===== src/rtl/pipe_stage_regs_if.sv =====
// pipe_stage_regs_if: control inputs and per-stage state of the pipeline register bank
interface pipe_stage_regs_if #(parameter int CNT_W = 32);
  logic [31:0] pc_next, inst_f;
  logic regwen_d;
  logic stall_if, stall_id, stall_ex, stall_mem, stall_wb;
  logic flush_id, flush_ex, flush_mem, flush_wb;
  logic [31:0] pc, inst_d, inst_ex, inst_mem, inst_wb;
  logic [31:0] pc_d, pc_ex, pc_mem, pc_wb;
  logic valid_d, valid_ex, valid_mem, valid_wb;
  logic regwen_ex, regwen_mem, regwen_wb;
  logic [CNT_W-1:0] retired_cnt, stall_cnt, flush_cnt;
  modport master (
    output pc_next, inst_f, regwen_d, stall_if, stall_id, stall_ex, stall_mem, stall_wb,
           flush_id, flush_ex, flush_mem, flush_wb,
    input  pc, inst_d, inst_ex, inst_mem, inst_wb, pc_d, pc_ex, pc_mem, pc_wb,
           valid_d, valid_ex, valid_mem, valid_wb, regwen_ex, regwen_mem, regwen_wb,
           retired_cnt, stall_cnt, flush_cnt
  );
  modport slave (
    input  pc_next, inst_f, regwen_d, stall_if, stall_id, stall_ex, stall_mem, stall_wb,
           flush_id, flush_ex, flush_mem, flush_wb,
    output pc, inst_d, inst_ex, inst_mem, inst_wb, pc_d, pc_ex, pc_mem, pc_wb,
           valid_d, valid_ex, valid_mem, valid_wb, regwen_ex, regwen_mem, regwen_wb,
           retired_cnt, stall_cnt, flush_cnt
  );
endinterface


===== src/rtl/pipe_stage_regs.sv =====
// pipe_stage_regs: PC and IF/ID..MEM/WB registers with flush-over-stall priority and saturating perf counters
module pipe_stage_regs #(
  parameter logic [31:0] RESET_PC = 32'h0000_0000,
  parameter logic [31:0] NOP_INST = 32'h0000_0013,
  parameter int          CNT_W    = 32
) (
  input logic clk,
  input logic rst,
  pipe_stage_regs_if.slave bus
);
  always_ff @(posedge clk or posedge rst)
    if (rst) bus.pc <= RESET_PC;
    else if (!bus.stall_if) bus.pc <= bus.pc_next;
  always_ff @(posedge clk or posedge rst)
    if (rst) begin
      bus.inst_d <= NOP_INST; bus.pc_d <= '0; bus.valid_d <= 1'b0;
    end else if (bus.flush_id) begin
      bus.inst_d <= NOP_INST; bus.pc_d <= '0; bus.valid_d <= 1'b0;
    end else if (!bus.stall_id) begin
      bus.inst_d <= bus.inst_f; bus.pc_d <= bus.pc; bus.valid_d <= 1'b1;
    end
  // a bubble in ID never carries a register write into EX
  always_ff @(posedge clk or posedge rst)
    if (rst) begin
      bus.inst_ex <= NOP_INST; bus.pc_ex <= '0; bus.valid_ex <= 1'b0; bus.regwen_ex <= 1'b0;
    end else if (bus.flush_ex) begin
      bus.inst_ex <= NOP_INST; bus.pc_ex <= '0; bus.valid_ex <= 1'b0; bus.regwen_ex <= 1'b0;
    end else if (!bus.stall_ex) begin
      bus.inst_ex <= bus.inst_d; bus.pc_ex <= bus.pc_d; bus.valid_ex <= bus.valid_d;
      bus.regwen_ex <= bus.regwen_d & bus.valid_d;
    end
  always_ff @(posedge clk or posedge rst)
    if (rst) begin
      bus.inst_mem <= NOP_INST; bus.pc_mem <= '0; bus.valid_mem <= 1'b0; bus.regwen_mem <= 1'b0;
    end else if (bus.flush_mem) begin
      bus.inst_mem <= NOP_INST; bus.pc_mem <= '0; bus.valid_mem <= 1'b0; bus.regwen_mem <= 1'b0;
    end else if (!bus.stall_mem) begin
      bus.inst_mem <= bus.inst_ex; bus.pc_mem <= bus.pc_ex; bus.valid_mem <= bus.valid_ex;
      bus.regwen_mem <= bus.regwen_ex;
    end
  always_ff @(posedge clk or posedge rst)
    if (rst) begin
      bus.inst_wb <= NOP_INST; bus.pc_wb <= '0; bus.valid_wb <= 1'b0; bus.regwen_wb <= 1'b0;
    end else if (bus.flush_wb) begin
      bus.inst_wb <= NOP_INST; bus.pc_wb <= '0; bus.valid_wb <= 1'b0; bus.regwen_wb <= 1'b0;
    end else if (!bus.stall_wb) begin
      bus.inst_wb <= bus.inst_mem; bus.pc_wb <= bus.pc_mem; bus.valid_wb <= bus.valid_mem;
      bus.regwen_wb <= bus.regwen_mem;
    end
  always_ff @(posedge clk or posedge rst)
    if (rst) begin
      bus.retired_cnt <= '0; bus.stall_cnt <= '0; bus.flush_cnt <= '0;
    end else begin
      if (bus.valid_wb && !bus.stall_wb && !(&bus.retired_cnt)) bus.retired_cnt <= bus.retired_cnt + CNT_W'(1);
      if (bus.stall_if && !(&bus.stall_cnt)) bus.stall_cnt <= bus.stall_cnt + CNT_W'(1);
      if (bus.flush_id && !(&bus.flush_cnt)) bus.flush_cnt <= bus.flush_cnt + CNT_W'(1);
    end
endmodule


===== src/flat_wrapper.sv =====
// flat-port wrapper written by rule: the top's interface ports become plain ports
module pipe_stage_regs_flat 
#(
  parameter logic [31:0] RESET_PC = 32'h0000_0000,
  parameter logic [31:0] NOP_INST = 32'h0000_0013,
  parameter int          CNT_W    = 32
)
  (clk, rst, bus_pc_next, bus_inst_f, bus_regwen_d, bus_stall_if, bus_stall_id, bus_stall_ex, bus_stall_mem, bus_stall_wb, bus_flush_id, bus_flush_ex, bus_flush_mem, bus_flush_wb, bus_pc, bus_inst_d, bus_inst_ex, bus_inst_mem, bus_inst_wb, bus_pc_d, bus_pc_ex, bus_pc_mem, bus_pc_wb, bus_valid_d, bus_valid_ex, bus_valid_mem, bus_valid_wb, bus_regwen_ex, bus_regwen_mem, bus_regwen_wb, bus_retired_cnt, bus_stall_cnt, bus_flush_cnt);
  pipe_stage_regs_if #(.CNT_W(CNT_W)) bus_i ();
  input logic clk;
  input logic rst;
  input wire logic [$bits(bus_i.pc_next)-1:0] bus_pc_next;
  input wire logic [$bits(bus_i.inst_f)-1:0] bus_inst_f;
  input wire logic [$bits(bus_i.regwen_d)-1:0] bus_regwen_d;
  input wire logic [$bits(bus_i.stall_if)-1:0] bus_stall_if;
  input wire logic [$bits(bus_i.stall_id)-1:0] bus_stall_id;
  input wire logic [$bits(bus_i.stall_ex)-1:0] bus_stall_ex;
  input wire logic [$bits(bus_i.stall_mem)-1:0] bus_stall_mem;
  input wire logic [$bits(bus_i.stall_wb)-1:0] bus_stall_wb;
  input wire logic [$bits(bus_i.flush_id)-1:0] bus_flush_id;
  input wire logic [$bits(bus_i.flush_ex)-1:0] bus_flush_ex;
  input wire logic [$bits(bus_i.flush_mem)-1:0] bus_flush_mem;
  input wire logic [$bits(bus_i.flush_wb)-1:0] bus_flush_wb;
  output wire logic [$bits(bus_i.pc)-1:0] bus_pc;
  output wire logic [$bits(bus_i.inst_d)-1:0] bus_inst_d;
  output wire logic [$bits(bus_i.inst_ex)-1:0] bus_inst_ex;
  output wire logic [$bits(bus_i.inst_mem)-1:0] bus_inst_mem;
  output wire logic [$bits(bus_i.inst_wb)-1:0] bus_inst_wb;
  output wire logic [$bits(bus_i.pc_d)-1:0] bus_pc_d;
  output wire logic [$bits(bus_i.pc_ex)-1:0] bus_pc_ex;
  output wire logic [$bits(bus_i.pc_mem)-1:0] bus_pc_mem;
  output wire logic [$bits(bus_i.pc_wb)-1:0] bus_pc_wb;
  output wire logic [$bits(bus_i.valid_d)-1:0] bus_valid_d;
  output wire logic [$bits(bus_i.valid_ex)-1:0] bus_valid_ex;
  output wire logic [$bits(bus_i.valid_mem)-1:0] bus_valid_mem;
  output wire logic [$bits(bus_i.valid_wb)-1:0] bus_valid_wb;
  output wire logic [$bits(bus_i.regwen_ex)-1:0] bus_regwen_ex;
  output wire logic [$bits(bus_i.regwen_mem)-1:0] bus_regwen_mem;
  output wire logic [$bits(bus_i.regwen_wb)-1:0] bus_regwen_wb;
  output wire logic [$bits(bus_i.retired_cnt)-1:0] bus_retired_cnt;
  output wire logic [$bits(bus_i.stall_cnt)-1:0] bus_stall_cnt;
  output wire logic [$bits(bus_i.flush_cnt)-1:0] bus_flush_cnt;
  assign bus_i.pc_next = bus_pc_next;
  assign bus_i.inst_f = bus_inst_f;
  assign bus_i.regwen_d = bus_regwen_d;
  assign bus_i.stall_if = bus_stall_if;
  assign bus_i.stall_id = bus_stall_id;
  assign bus_i.stall_ex = bus_stall_ex;
  assign bus_i.stall_mem = bus_stall_mem;
  assign bus_i.stall_wb = bus_stall_wb;
  assign bus_i.flush_id = bus_flush_id;
  assign bus_i.flush_ex = bus_flush_ex;
  assign bus_i.flush_mem = bus_flush_mem;
  assign bus_i.flush_wb = bus_flush_wb;
  assign bus_pc = bus_i.pc;
  assign bus_inst_d = bus_i.inst_d;
  assign bus_inst_ex = bus_i.inst_ex;
  assign bus_inst_mem = bus_i.inst_mem;
  assign bus_inst_wb = bus_i.inst_wb;
  assign bus_pc_d = bus_i.pc_d;
  assign bus_pc_ex = bus_i.pc_ex;
  assign bus_pc_mem = bus_i.pc_mem;
  assign bus_pc_wb = bus_i.pc_wb;
  assign bus_valid_d = bus_i.valid_d;
  assign bus_valid_ex = bus_i.valid_ex;
  assign bus_valid_mem = bus_i.valid_mem;
  assign bus_valid_wb = bus_i.valid_wb;
  assign bus_regwen_ex = bus_i.regwen_ex;
  assign bus_regwen_mem = bus_i.regwen_mem;
  assign bus_regwen_wb = bus_i.regwen_wb;
  assign bus_retired_cnt = bus_i.retired_cnt;
  assign bus_stall_cnt = bus_i.stall_cnt;
  assign bus_flush_cnt = bus_i.flush_cnt;
  pipe_stage_regs #(.RESET_PC(RESET_PC), .NOP_INST(NOP_INST), .CNT_W(CNT_W)) u_core (.clk(clk), .rst(rst), .bus(bus_i));
endmodule

===== config.mk =====
export PLATFORM = sky130hd
export DESIGN_NAME = pipe_stage_regs_flat
export DESIGN_NICKNAME = d
export VERILOG_FILES = /design/src/rtl/pipe_stage_regs_if.sv /design/src/rtl/pipe_stage_regs.sv /design/src/flat_wrapper.sv
export SDC_FILE = /design/constraint.sdc
export NUM_CORES = 1
export LEC_CHECK = 0
export ABC_AREA = 1
export BUFFER_PORTS_ARGS = -buffer_cell sky130_fd_sc_hd__buf_4
export CORE_MARGIN = 1.5
export CORE_UTILIZATION = 35
export CTS_CLUSTER_SIZE = 25
export DETAILED_ROUTE_END_ITERATION = 8
export PLACE_DENSITY = 0.59
export REMOVE_ABC_BUFFERS = 1
export SETUP_SLACK_MARGIN = 0.05
export SLEW_MARGIN = 40
export SYNTH_ARGS = -nofsm -noshare
export SYNTH_HDL_FRONTEND = slang
export SYNTH_SLANG_ARGS = --single-unit

===== constraint.sdc =====
create_clock -name clk -period 14.2 [get_ports clk]
set_input_delay 1.42 -clock clk [delete_from_list [all_inputs] [get_ports clk]]
set_output_delay 1.42 -clock clk [all_outputs]
set_load 0.02 [all_outputs]

**Yosys cells after proc, flatten, opt, wreduce, memory -nomap -nowiden**

Index checks and enable logic that the tools add are counted.

- Memories kept: 0
- Bits in latches: 0
- Logic and storage cells: 68
- ROM bits: 0
- Input bits: 76
- Register bits: 391
- Output and inout bits: 391
- Memory bits (writable): 0

- Order comparisons: 0
- Shift-type cells: 0
- Multiply operators: 0
- Add/sub/neg operators: 3
- Div/mod/pow operators: 0
- Reduce and logical (&&, ||, !) cells: 11
- Muxes and demuxes: 30
- Eq/ne operators: 4
- Bitwise operators: 1

Operator list:

| kind | count |
|---|---|
| 2-to-1 mux 32 bit | 16 |
| adder 32 x 1 -> 32 bit, second input constant | 3 |
| AND reduction 32 bit | 3 |
| 2-to-1 mux 1 bit | 14 |
| inequality test 2 x 1 -> 1 bit, second input constant | 4 |
| logical AND 1 bit | 4 |
| logical NOT 1 bit | 4 |
| bitwise AND 1 bit | 1 |

**Logic depth before layout (Yosys ltp)**

- Depth after elaboration: 3
- Depth in mapped cells: 11
- Depth with buffers taken out: 10

**Worst setup path after synthesis**

No wires, ideal clock.

- Path kind: input-to-reg
- From: input bus_stall_if
- To: register u_core.bus.pc[0]
- Cell stages on the path: 3
- Arrival time: 2.290 ns
- Path buffers: 2
- Library setup time: 0.125 ns
- Required time: 14.075 ns
- Setup slack: 11.785 ns
- Cells stage by stage: buf_2 buf_1 mux2_2

RTL lines:

| item | RTL line | text |
|---|---|---|
| start, declared | flat_wrapper.sv:15 | `input wire logic [$bits(bus_i.stall_if)-1:0] bus_stall_if;` |
| end signal, assigned | pipe_stage_regs.sv:13 | `else if (!bus.stall_if) bus.pc <= bus.pc_next;` |
| end, declared | pipe_stage_regs_if.sv:22 | `output pc, inst_d, inst_ex, inst_mem, inst_wb, pc_d, pc_ex, pc_mem, pc_wb,` |

No word-level cell between the ends.

==> reports/results.txt <==
status -> completed
Via Count -> 15,482
Startpoint Class -> primary input
CP Buf/Inv Count -> 4
dpl cell area -> 21,500 um^2
effective utilization at floorplan -> 35.4%
Antenna Nets Post-Route -> 0
unrepaired setup endpoints after global routing -> false
DP Cell Count -> 3,147
Synth Area in Compound Gates -> 8.31%
cell class contributing the biggest share of worst-path delay -> buffers and inverters
worst setup path category -> in2async
DRC -> 0
Most Frequent Cell on Critical Path -> buf_4
min-delay worst type -> reg2reg
CTS Hold Buffers Added -> 0
max-cap violation count -> 0
IO Pins -> 467
Worst Path Arrival -> 3.47 ns
crit-path cells -> buf_4 -> inv_12 -> buf_4 -> buf_6
clock tree from TritonCTS -> built
pwr dens -> 116 nW/um^2
top post-synthesis cells by count -> 727 x nand2_1, 379 x dfrtp_1, 266 x o21ai_0
CTS root buf -> clkbuf_16
Crit-path slowest cell -> buf_4
Die Ht -> 226 um
clock buffer count from CTS -> 45
peak per-stage delay on the critical path -> 0.70 ns
Synth async-reset ratio -> 100%
area grow syn2layout -> 32.5%
DIE AREA -> 50,900 um^2
Leak -> 11.1 nW
share of cells above drive strength 1 -> 24.5%
Slew HR -> 46.9%
sequential element share of the synthesized area -> 56.5%
Setup crit end kind -> async pin
Min Clock Period, post-route -> 2.83 ns
Yosys cell types -> 30
synth top area cells -> dfrtp_1 55%, nand2_1 16%, o21ai_0 7.7%
top-count cell post-synth -> nand2_1
first-pass GRT wire length -> 88.0 mm
port buffer count -> 466
Worst Clk Skew -> 0.0146 ns
Clk pin slew, worst setup/hold paths -> 0.06 ns
total grt overflow -> 0
Yosys top cell by area -> dfrtp_1
XOR/XNOR Fraction of Synth Area -> 1.82%
post-synthesis mux area share -> 2.08%
# resized after CTS -> 0
chip width -> 226 um
Slew Viols, Final -> 0
largest family of logic cells by synthesized area -> simple AND/OR/NAND/NOR gates
CP Max Fanout -> 136
CTS max path bufs -> 3
WL final -> 57.2 mm
worst endpoint required time -> 14.85 ns
R2R setup slack -> 11.95 ns
fmax -> 354 MHz
Final GP Congestion -> 0.903
Vias per Instance -> 4.79
Clk Latency, worst-skew pair -> 0.57 ns
Design Area, Final -> 23,000 um^2
#FFs+latches synth -> 391
simple-gate share of the synthesized area -> 24.3%
vias in the first global route -> 15,360
share of the synthesized area in the top cell type -> 54.7%
Detailed Place HPWL -> 39.1 mm
final hold vios -> 0
Tightest Pin Transition -> 0.797 ns
Clock H-tree levels -> 2
main flop type after synthesis -> dfrtp_1
post-DR wirelength/cell -> 17.7 um
core box area -> 49,000 um^2
Fin Setup TNS -> 0 ns
post-CTS setup repair buffer count -> 0
initial DRC count -> 1,006
Setup violations, final -> 0
drt first pass iters -> 5
syn avg cell area -> 8.34 um^2
largest net degree at the start of global routing -> 137
synth warn -> 0
clk sink count -> 391
final non-filler cell total -> 3,233
Core Rows -> 81
adder-cell share of the synthesized area -> 0.216%
number of synthesized flops with an enable pin -> 0
Total GRT Usage -> 22.3%
Final period util -> 19.9%
initial antenna violation count -> 1
Max VDD drop -> 80.3 uV
area of the mapped netlist -> 17,300 um^2
Nets -> 2,611
Gate Count Post-Synth -> 2,080
cells by family after synthesis:
kind of cell	after synthesis
simple gates	1042
flops	391
buf+inv	294
compound gates	282
xor+xnor	36
mux	32
fa+ha+maj	3
where the power goes:
group / internal [mW] / leakage [nW] / switching (mW) / total [mW]
clock: 0.678 / 0.722 / 0.471 / 1.15
combinational: 0.110 / 5.10 / 0.192 / 0.302
sequential: 1.16 / 5.27 / 0.0506 / 1.21
routing by layer:
layer | track usage (%) | up-vias | share of wire (%)
met5 | 0 | - | 0
li1 | - | 7428 | -
met2 | 37.3 | 459 | 48
met3 | 5.83 | 97 | 7.0
met4 | 7.43 | 0 | 3.1
met1 | 28.1 | 7498 | 42
final timing paths:
kind,from,endpoint,cells past startpoint
setup / recovery,rst,u_core.bus.pc_wb[17]$_DFFE_PP0P_,4
hold / removal,u_core.bus.pc_wb[22]$_DFFE_PP0P_,u_core.bus.pc_wb[22]$_DFFE_PP0P_,2
setup reg to reg,u_core.bus.flush_cnt[0]$_DFFE_PP0P_,u_core.bus.flush_cnt[13]$_DFFE_PP0P_,10
hold reg to reg,u_core.bus.pc_wb[22]$_DFFE_PP0P_,u_core.bus.pc_wb[22]$_DFFE_PP0P_,2
max in group clk,bus_flush_mem,u_core.bus.inst_mem[21]$_DFFE_PP0P_,6
min in group asynchronous,rst,u_core.bus.pc[18]$_DFFE_PP0N_,2
worst register-to-register path: cells and delay by family, from the launching register on:
| kind | cells | cell delay (ns) |
|---|---|---|
| buffers and inverters | 2 | 0.33 |
| flip-flops | 1 | 0.46 |
| AND/OR/NAND/NOR | 7 | 0.99 |
| adder cells (fa/ha/maj) | 1 | 0.36 |
metrics by stage:
stage | power (mW) | hold WS, ns | util [%] | worst slack [ns]
after floorplan | 1.38 | 0.513 | - | 1.93
final | 2.66 | 0.486 | 46.9 | 11.37
after detailed placement | 1.54 | 0.476 | 43.8 | 10.55
after global placement | 1.53 | 0.469 | 43.8 | 10.11
after CTS | 2.69 | 0.490 | 46.8 | 11.14
after global routing | 2.77 | 0.509 | 46.9 | 11.05
layout make-up:
class	count	area [um^2]
Timing Repair Buffer	481	3660
Clock buffer	64	1270
Sequential cell	391	9800
Multi-Input combinational cell	1395	6380
Inverter	218	836
Fill cell	4801	26000
Tap cell	664	831
Antenna cell	1	2.50
Clock inverter	19	188
state kept, by name, indices dropped and copies added (netlist names), 32 cells and up:
name and count:
u_core.bus.flush_cnt 32, u_core.bus.pc_wb 32, u_core.bus.pc_mem 32, u_core.bus.inst_wb 32, u_core.bus.retired_cnt 32, u_core.bus.inst_mem 32, u_core.bus.inst_d 32, u_core.bus.pc 32
u_core.bus.pc_d 32, u_core.bus.pc_ex 32, u_core.bus.stall_cnt 32, u_core.bus.inst_ex 32
cells in the final DEF, fill, tap and decap left out, types with 2 or more instances in the layout:
master,n
nand2_4,4
nand2_1,726
buf_4,473
a22oi_1,3
nand4_1,11
a21boi_0,2
inv_4,2
clkbuf_1,12
clkbuf_16,45
nand3b_1,9
buf_6,6
nand3_1,114
xor2_1,21
a21oi_1,7
clkinv_2,11
ha_1,3
dfstp_2,12
nand2_2,7
nor3_1,3
xnor2_1,15
nor2_1,156
inv_6,3
dfrtp_1,379
nor2_4,7
nor2_2,5
inv_2,7
o22a_1,3
mux2_2,32
bufinv_16,3
clkbuf_8,7
o21ai_0,266
inv_1,208
(Power assumes the default switching activity.)
